### src/rtl/mem_stage_if.sv
// ---------------------------------------------------------------------------
// mem_stage_if
//
// Purpose:
//   Bundles the two pipeline handshakes around the memory stage. The first
//   is execute -> memory (es_to_ms_valid / es_to_ms_bus / ms_allowin). The
//   second is memory -> writeback (ms_to_ws_valid / ms_to_ws_bus / ws_allowin).
//
// Modports:
//   master : the surrounding pipeline (execute and writeback stages). It
//            drives the incoming instruction and the writeback allowin.
//   slave  : the memory stage itself. It accepts the instruction and
//            presents the result towards writeback.
//
// Signals:
//   es_to_ms_valid  execute holds a valid instruction for the memory stage
//   es_to_ms_bus    {load_type[2:0], gr_we, dest[4:0], alu_result, pc}
//   ms_allowin      memory stage can accept an instruction this cycle
//   ws_allowin      writeback can accept an instruction this cycle
//   ms_to_ws_valid  ms_to_ws_bus carries a valid result
//   ms_to_ws_bus    {gr_we, dest[4:0], final_res[31:0], pc[31:0]}
// ---------------------------------------------------------------------------
interface mem_stage_if #(
    parameter int ES_TO_MS_BUS_WD = 73,
    parameter int MS_TO_WS_BUS_WD = 70
);
    logic                       es_to_ms_valid;
    logic [ES_TO_MS_BUS_WD-1:0] es_to_ms_bus;
    logic                       ms_allowin;
    logic                       ws_allowin;
    logic                       ms_to_ws_valid;
    logic [MS_TO_WS_BUS_WD-1:0] ms_to_ws_bus;

    modport master (
        output es_to_ms_valid,
        output es_to_ms_bus,
        input  ms_allowin,
        output ws_allowin,
        input  ms_to_ws_valid,
        input  ms_to_ws_bus
    );

    modport slave (
        input  es_to_ms_valid,
        input  es_to_ms_bus,
        output ms_allowin,
        input  ws_allowin,
        output ms_to_ws_valid,
        output ms_to_ws_bus
    );
endinterface

### src/rtl/mem_stage.sv
// ---------------------------------------------------------------------------
// mem_stage
//
// Purpose:
//   Memory pipeline stage. It accepts one instruction at a time from execute.
//   For loads it waits a variable number of cycles for the data-SRAM
//   response, then aligns and sign/zero-extends the loaded data. It forwards
//   {gr_we, dest, final_res, pc} to writeback. A response that arrives while
//   writeback is stalled is parked in a one-entry buffer, so the SRAM never
//   has to hold its data. The held instruction's destination and value are
//   also published to decode for forwarding and load-use stalls.
//
// Ports:
//   clk                rising-edge clock
//   reset              asynchronous, active-high reset
//   pipe               mem_stage_if.slave: execute and writeback handshakes
//   data_sram_data_ok  one-cycle pulse: read data for the outstanding load
//   data_sram_rdata    read data, valid while data_sram_data_ok is high
//   ms_fwd_valid       held instruction writes a nonzero GPR
//   ms_fwd_dest        destination register of the held instruction
//   ms_fwd_data        value to forward (final_res)
//   ms_fwd_stall       held load has no data yet; decode must stall
// ---------------------------------------------------------------------------
module mem_stage #(
    parameter int ES_TO_MS_BUS_WD = 73,
    parameter int MS_TO_WS_BUS_WD = 70
) (
    input  logic        clk,
    input  logic        reset,
    mem_stage_if.slave  pipe,
    input  logic        data_sram_data_ok,
    input  logic [31:0] data_sram_rdata,
    output logic        ms_fwd_valid,
    output logic [4:0]  ms_fwd_dest,
    output logic [31:0] ms_fwd_data,
    output logic        ms_fwd_stall
);

    typedef enum logic [2:0] {
        LT_NONE = 3'd0,
        LT_LB   = 3'd1,
        LT_LBU  = 3'd2,
        LT_LH   = 3'd3,
        LT_LHU  = 3'd4,
        LT_LW   = 3'd5,
        LT_RSV6 = 3'd6,
        LT_RSV7 = 3'd7
    } load_type_e;

    typedef struct packed {
        load_type_e  load_type;
        logic        gr_we;
        logic [4:0]  dest;
        logic [31:0] alu_result;
        logic [31:0] pc;
    } es_bus_t;

    typedef struct packed {
        logic        gr_we;
        logic [4:0]  dest;
        logic [31:0] final_res;
        logic [31:0] pc;
    } ws_bus_t;

    logic [ES_TO_MS_BUS_WD-1:0] payload_q;
    es_bus_t                    ms;
    ws_bus_t                    ws_bus;

    logic        ms_valid;
    logic        ms_allowin;
    logic        ms_ready_go;
    logic        is_load;
    logic        rdata_buf_valid;
    logic [31:0] rdata_buf;
    logic        buf_capture;
    logic        ws_fire;

    logic [31:0] raw_data;
    logic [7:0]  sel_byte;
    logic [15:0] sel_half;
    logic [31:0] aligned_data;
    logic [31:0] final_res;

    assign ms = es_bus_t'(payload_q);

    // ---------------------------------------------------------------------
    // Handshake
    // ---------------------------------------------------------------------
    // Reserved load codes 6/7 behave as plain ALU ops.
    assign is_load = ms_valid &&
                     (ms.load_type inside {LT_LB, LT_LBU, LT_LH, LT_LHU, LT_LW});

    // A held load is ready either in its data_ok cycle or once parked.
    assign ms_ready_go = !is_load || data_sram_data_ok || rdata_buf_valid;
    assign ms_allowin  = !ms_valid || (ms_ready_go && pipe.ws_allowin);
    assign ws_fire     = ms_valid && ms_ready_go && pipe.ws_allowin;

    assign pipe.ms_allowin     = ms_allowin;
    assign pipe.ms_to_ws_valid = ms_valid && ms_ready_go;

    // ---------------------------------------------------------------------
    // Pipeline register
    // ---------------------------------------------------------------------
    // NOTE: state is written with non-blocking assignments so every flop
    // samples pre-edge values regardless of process evaluation order.
    always_ff @(posedge clk or posedge reset) begin
        if (reset) begin
            ms_valid <= 1'b0;
        end else if (ms_allowin) begin
            ms_valid <= pipe.es_to_ms_valid;
        end
    end

    // NOTE: the payload and the parked read data carry no reset. They are
    // only ever consumed under ms_valid / rdata_buf_valid, which are reset.
    always_ff @(posedge clk) begin
        if (pipe.es_to_ms_valid && ms_allowin) begin
            payload_q <= pipe.es_to_ms_bus;
        end
    end

    // ---------------------------------------------------------------------
    // Response buffer: parks read data while writeback is stalled.
    // Capture requires !ws_allowin and clear requires ws_allowin, so the two
    // can never fire in the same cycle. A data_ok with no load held, or with
    // the buffer already full, is dropped here.
    // ---------------------------------------------------------------------
    assign buf_capture = is_load && data_sram_data_ok && !pipe.ws_allowin &&
                         !rdata_buf_valid;

    always_ff @(posedge clk or posedge reset) begin
        if (reset) begin
            rdata_buf_valid <= 1'b0;
        end else if (ws_fire) begin
            rdata_buf_valid <= 1'b0;
        end else if (buf_capture) begin
            rdata_buf_valid <= 1'b1;
        end
    end

    always_ff @(posedge clk) begin
        if (buf_capture) begin
            rdata_buf <= data_sram_rdata;
        end
    end

    // ---------------------------------------------------------------------
    // Load alignment and extension
    // ---------------------------------------------------------------------
    assign raw_data = rdata_buf_valid ? rdata_buf : data_sram_rdata;

    // NOTE: every always_comb output gets a default first, so no path can
    // leave it unassigned and infer a latch.
    always_comb begin
        sel_byte = raw_data[7:0];
        case (ms.alu_result[1:0])
            2'd1:    sel_byte = raw_data[15:8];
            2'd2:    sel_byte = raw_data[23:16];
            2'd3:    sel_byte = raw_data[31:24];
            default: sel_byte = raw_data[7:0];
        endcase
    end

    // Halfword select ignores alu_result[0].
    assign sel_half = ms.alu_result[1] ? raw_data[31:16] : raw_data[15:0];

    always_comb begin
        aligned_data = raw_data;
        case (ms.load_type)
            LT_LB:   aligned_data = {{24{sel_byte[7]}}, sel_byte};
            LT_LBU:  aligned_data = {24'd0, sel_byte};
            LT_LH:   aligned_data = {{16{sel_half[15]}}, sel_half};
            LT_LHU:  aligned_data = {16'd0, sel_half};
            default: aligned_data = raw_data;
        endcase
    end

    assign final_res = is_load ? aligned_data : ms.alu_result;

    // ---------------------------------------------------------------------
    // Writeback bus. gr_we passes through unmasked; writeback qualifies it
    // with its own valid.
    // ---------------------------------------------------------------------
    assign ws_bus.gr_we     = ms.gr_we;
    assign ws_bus.dest      = ms.dest;
    assign ws_bus.final_res = final_res;
    assign ws_bus.pc        = ms.pc;

    assign pipe.ms_to_ws_bus = MS_TO_WS_BUS_WD'(ws_bus);

    // ---------------------------------------------------------------------
    // Forwarding to decode
    // ---------------------------------------------------------------------
    assign ms_fwd_valid = ms_valid && ms.gr_we && (ms.dest != 5'd0);
    assign ms_fwd_dest  = ms.dest;
    assign ms_fwd_data  = final_res;
    assign ms_fwd_stall = ms_fwd_valid && is_load && !ms_ready_go;

endmodule

### src/flat_wrapper.sv
// flat-port wrapper written by rule: the top's interface ports become plain ports
module mem_stage_flat 
#(
    parameter int ES_TO_MS_BUS_WD = 73,
    parameter int MS_TO_WS_BUS_WD = 70
)
  (clk, reset, data_sram_data_ok, data_sram_rdata, ms_fwd_valid, ms_fwd_dest, ms_fwd_data, ms_fwd_stall, pipe_es_to_ms_valid, pipe_es_to_ms_bus, pipe_ms_allowin, pipe_ws_allowin, pipe_ms_to_ws_valid, pipe_ms_to_ws_bus);
  mem_stage_if #(.ES_TO_MS_BUS_WD(ES_TO_MS_BUS_WD), .MS_TO_WS_BUS_WD(MS_TO_WS_BUS_WD)) pipe_i ();
  input  logic clk;
  input  logic reset;
  input  logic data_sram_data_ok;
  input  logic [31:0] data_sram_rdata;
  output logic ms_fwd_valid;
  output logic [4:0] ms_fwd_dest;
  output logic [31:0] ms_fwd_data;
  output logic ms_fwd_stall;
  input wire logic [$bits(pipe_i.es_to_ms_valid)-1:0] pipe_es_to_ms_valid;
  input wire logic [$bits(pipe_i.es_to_ms_bus)-1:0] pipe_es_to_ms_bus;
  output wire logic [$bits(pipe_i.ms_allowin)-1:0] pipe_ms_allowin;
  input wire logic [$bits(pipe_i.ws_allowin)-1:0] pipe_ws_allowin;
  output wire logic [$bits(pipe_i.ms_to_ws_valid)-1:0] pipe_ms_to_ws_valid;
  output wire logic [$bits(pipe_i.ms_to_ws_bus)-1:0] pipe_ms_to_ws_bus;
  assign pipe_i.es_to_ms_valid = pipe_es_to_ms_valid;
  assign pipe_i.es_to_ms_bus = pipe_es_to_ms_bus;
  assign pipe_ms_allowin = pipe_i.ms_allowin;
  assign pipe_i.ws_allowin = pipe_ws_allowin;
  assign pipe_ms_to_ws_valid = pipe_i.ms_to_ws_valid;
  assign pipe_ms_to_ws_bus = pipe_i.ms_to_ws_bus;
  mem_stage #(.ES_TO_MS_BUS_WD(ES_TO_MS_BUS_WD), .MS_TO_WS_BUS_WD(MS_TO_WS_BUS_WD)) u_core (.clk(clk), .reset(reset), .pipe(pipe_i), .data_sram_data_ok(data_sram_data_ok), .data_sram_rdata(data_sram_rdata), .ms_fwd_valid(ms_fwd_valid), .ms_fwd_dest(ms_fwd_dest), .ms_fwd_data(ms_fwd_data), .ms_fwd_stall(ms_fwd_stall));
endmodule
### config.mk
export PLATFORM = sky130hd
export DESIGN_NAME = mem_stage_flat
export DESIGN_NICKNAME = d
export VERILOG_FILES = /design/src/rtl/mem_stage_if.sv /design/src/rtl/mem_stage.sv /design/src/flat_wrapper.sv
export SDC_FILE = /design/constraint.sdc
export NUM_CORES = 1
export LEC_CHECK = 0
export ABC_AREA = 1
export CAP_MARGIN = 20
export CORE_MARGIN = 2
export CORE_UTILIZATION = 45
export CTS_CLUSTER_DIAMETER = 50
export DETAILED_ROUTE_END_ITERATION = 8
export DONT_BUFFER_PORTS = 1
export REMOVE_ABC_BUFFERS = 1
export SYNTH_ARGS = -nofsm -noshare
export SYNTH_HDL_FRONTEND = slang
export SYNTH_SLANG_ARGS = --single-unit
### constraint.sdc
create_clock -name clk -period 6.4 [get_ports clk]
set_clock_uncertainty 0.05 [all_clocks]
set_input_delay 1.28 -clock clk [delete_from_list [all_inputs] [get_ports clk]]
set_output_delay 1.28 -clock clk [all_outputs]
set_load 0.01 [all_outputs]
==> results.tsv <==
stage	metric	value	unit
place	place.port_buffers	0	
synth	yosysWarnings	0	
cts	cts_setup_buffers	0	
timing	hold_viol	0	
synth	ys.flop_type	edfxtp_1	
synth	synthCells	649	
floorplanning	initial_core_util	46.2	%
floorplanning	die_h	118	um
cts	clk_pin_slew_worst_paths	80	ps
pwr	ir_drop	187	uV
timing	tns	0	ps
route	postRouteWirelength	12900	um
cts	clockRootBuffer	clkbuf_16	
grt	grtUsageTotal	18.6	%
synth	yosysMostFrequentCell	nand2_1	
timing	post-route-period-util	66.8	%
pwr	p_leak	2.40	nW
synth	synth_top_cell_area_share	54.1	%
grt	grt_pass1_vias	3738	
final_layout	fill_cells	1250	
synth	ys_ff_latch	107	
route	vias	3761	
cts	clk_path_buf_depth	2	
route	first_pass_iters	5	
synth	yosysUniqueCellTypes	28	
critical_path	ff2ff_path_depth	10	
cts	tritoncts	done	
timing	clock.fmax	234	MHz
place	hpwl	9040	um
cts	holdBufCountCts	0	
critical_path	worstSetupEndpointType	output port	
critical_path	worstReg2RegStart	u_core.ms[72]	
route	vias_per_cell	5.07	
final_layout	register_area	3200	um^2
cts	cts_buffers	9	
synth	synth_edf_count	105	
critical_path	path_max_fanout	26	
critical_path	crit_slowest_cell	edfxtp_1	
cts	htree_levels	3	
grt	grt_antenna_before_repair	1	
route	wl_per_cell	17.4	um
job	maxCapViolations	0	
floorplanning	ios	221	
grt	grt_pass1_wl	19900	um
route	drtAntennaViolNets	0	
floorplanning	fp.dieW	118	um
grt	grt_max_degree	59	
timing	slew_violations	0	
critical_path	cp_data_required_time	5070	ps
run_status	outcome	finished clean	
timing	relSlewSlack	54.3	%
cts	clock_latency	360	ps
critical_path	reg2reg_slack	3110	ps
worst_hold_path	hold_class	input port to asynchronous set/reset pin	
route	drt_iter0_markers	250	
synth	synthTopCellsByCount	nand2_1 (206), edfxtp_1 (105), buf_4 (78)	
place	finalWeightedCongestion	0.811	
timing	worstMarginPinSlew	686	ps
critical_path	r2r_end	u_core.ms[55]	
final_layout	fin_nets	675	
route	drc	0	
synth	synth_top_area_cell	edfxtp_1	
cts	ctsResizeCount	0	
critical_path	cp.arrival	2950	ps
critical_path	path_cells	inv_2 -> nand2_1 -> inv_1 -> nand3_1 -> nand3_2 -> a21oi_1	
grt	grt_overflow	0	
synth	ys_seq_area_share	55.0	%
timing	period_minus_slack	4280	ps
final_layout	area_growth	-3.18	%
final_layout	multi_input_area	1690	um^2
synth	avgSynthCellArea	8.98	um^2
synth	synthArstFlopShare	1.87	%
synth	netlist_area	5830	um^2
place	pre_cts_slack	2320	ps
pwr	power_density	315	nW/um^2
critical_path	slowest_delay	660	ps
synth	synthTopCellsByArea	edfxtp_1 (54%), nand2_1 (13%), buf_4 (10%)	
cts	cts_sinks	107	
final_layout	final_util	44.7	%
timing	rsz0062_at_grt	no	
timing	setup_viol	0	
critical_path	path_class	flip-flop to output port	
critical_path	crit_path_start_kind	flip-flop	
timing	post-route-worst-setup-slack	2120	ps
floorplanning	core	12600	um^2
floorplanning	rows	41	
final_layout	drive_above_1_share	8.07	%
final_layout	antenna_cells	0	
floorplanning	die-area	13900	um^2
==> cells in the final DEF, fill, tap and decap left out, types with 2 or more instances in the layout <==
master	netlist	layout
inv_1	50	50
nand2_2	5	5
nand3_1	54	54
nand2_1	206	206
clkinv_8	0	2
edfxtp_1	105	105
or2_2	9	9
a21oi_1	12	12
clkbuf_16	0	9
o21ai_0	9	9
inv_2	3	3
nor2_1	70	68
dfrtp_1	2	2
or2_0	8	8
nand3_2	2	2
buf_4	78	3
inv_8	0	3
o21ai_1	2	2
nor2_2	2	3
nand3b_1	5	5
==> power breakdown <==
group / switching, mW / leakage (nW) / internal, mW
clock network: 0.274 / 0.151 / 0.280
logic: 0.282 / 1.25 / 0.0873
registers: 0.0280 / 1.00 / 0.824
==> registers in the layout, indices dropped and copies added, names as in the netlist <==
register	flops
u_core.ms	73
u_core.ms_valid	1
u_core.rdata_buf	32
u_core.rdata_buf_valid	1
==> critical path: cells and delay by family (launching register included) <==
family	cells	cell delay [ps]
AND/OR/NAND/NOR	3	790
flip-flops	1	660
AO/OA/AOI/OAI	1	610
buffers and inverters	2	510
==> final cells by class <==
cell class | count | area share [%]
sequential | 107 | 56.8
multi-input combinational | 390 | 30.0
clock buffer | 9 | 3.99
tap | 172 | 3.81
inverter | 54 | 3.64
clock inverter | 7 | 1.42
timing repair buffer | 3 | 0.399
==> logic make-up (layout without fill, tap and decap cells) <==
| kind of cell | count (synthesis) | in the layout | synth area share, % |
|---|---|---|---|
| AND/OR/NAND/NOR | 365 | 365 | 26.6 |
| AO/OA/AOI/OAI | 25 | 25 | 2.25 |
| flip-flops | 107 | 107 | 55.0 |
| buffers and inverters | 152 | 73 | 16.2 |
==> per-layer routing <==
layer	vias to the layer above	routed length, um	global-route usage [%]	share of wire, %
met2	194	6290	30.8	49
li1	1831	-	-	-
met1	1716	5140	21.7	40
met5	-	0	0	0
met4	0	295	8.36	2.3
met3	20	1210	6.69	9.4
==> through the flow <==
| stage | instance area [um^2] | hold WS, ps | std cells | power (mW) |
|---|---|---|---|---|
| final | 5640 | 603 | 742 | 1.78 |
| after global placement | 5340 | 590 | 726 | 1.24 |
| after global routing | 5640 | 591 | 742 | 1.87 |
| after detailed placement | 5340 | 614 | 726 | 1.24 |
| after CTS | 5640 | 590 | 742 | 1.80 |
| after floorplan | 5090 | 531 | 551 | 1.15 |
==> worst max-delay path by stage <==
stage | from | to | cells past startpoint
after floorplan | data_sram_data_ok | u_core.ms[0] | 4
after global placement | data_sram_rdata[31] | ms_fwd_data[15] | 8
after detailed placement | data_sram_rdata[31] | pipe_ms_to_ws_bus[46] | 8
after CTS | u_core.ms[33] | pipe_ms_to_ws_bus[46] | 6
after global routing | u_core.ms[33] | pipe_ms_to_ws_bus[46] | 6
final | u_core.ms[33] | pipe_ms_to_ws_bus[46] | 6
No activity file was read; power rests on OpenSTA's default activity.
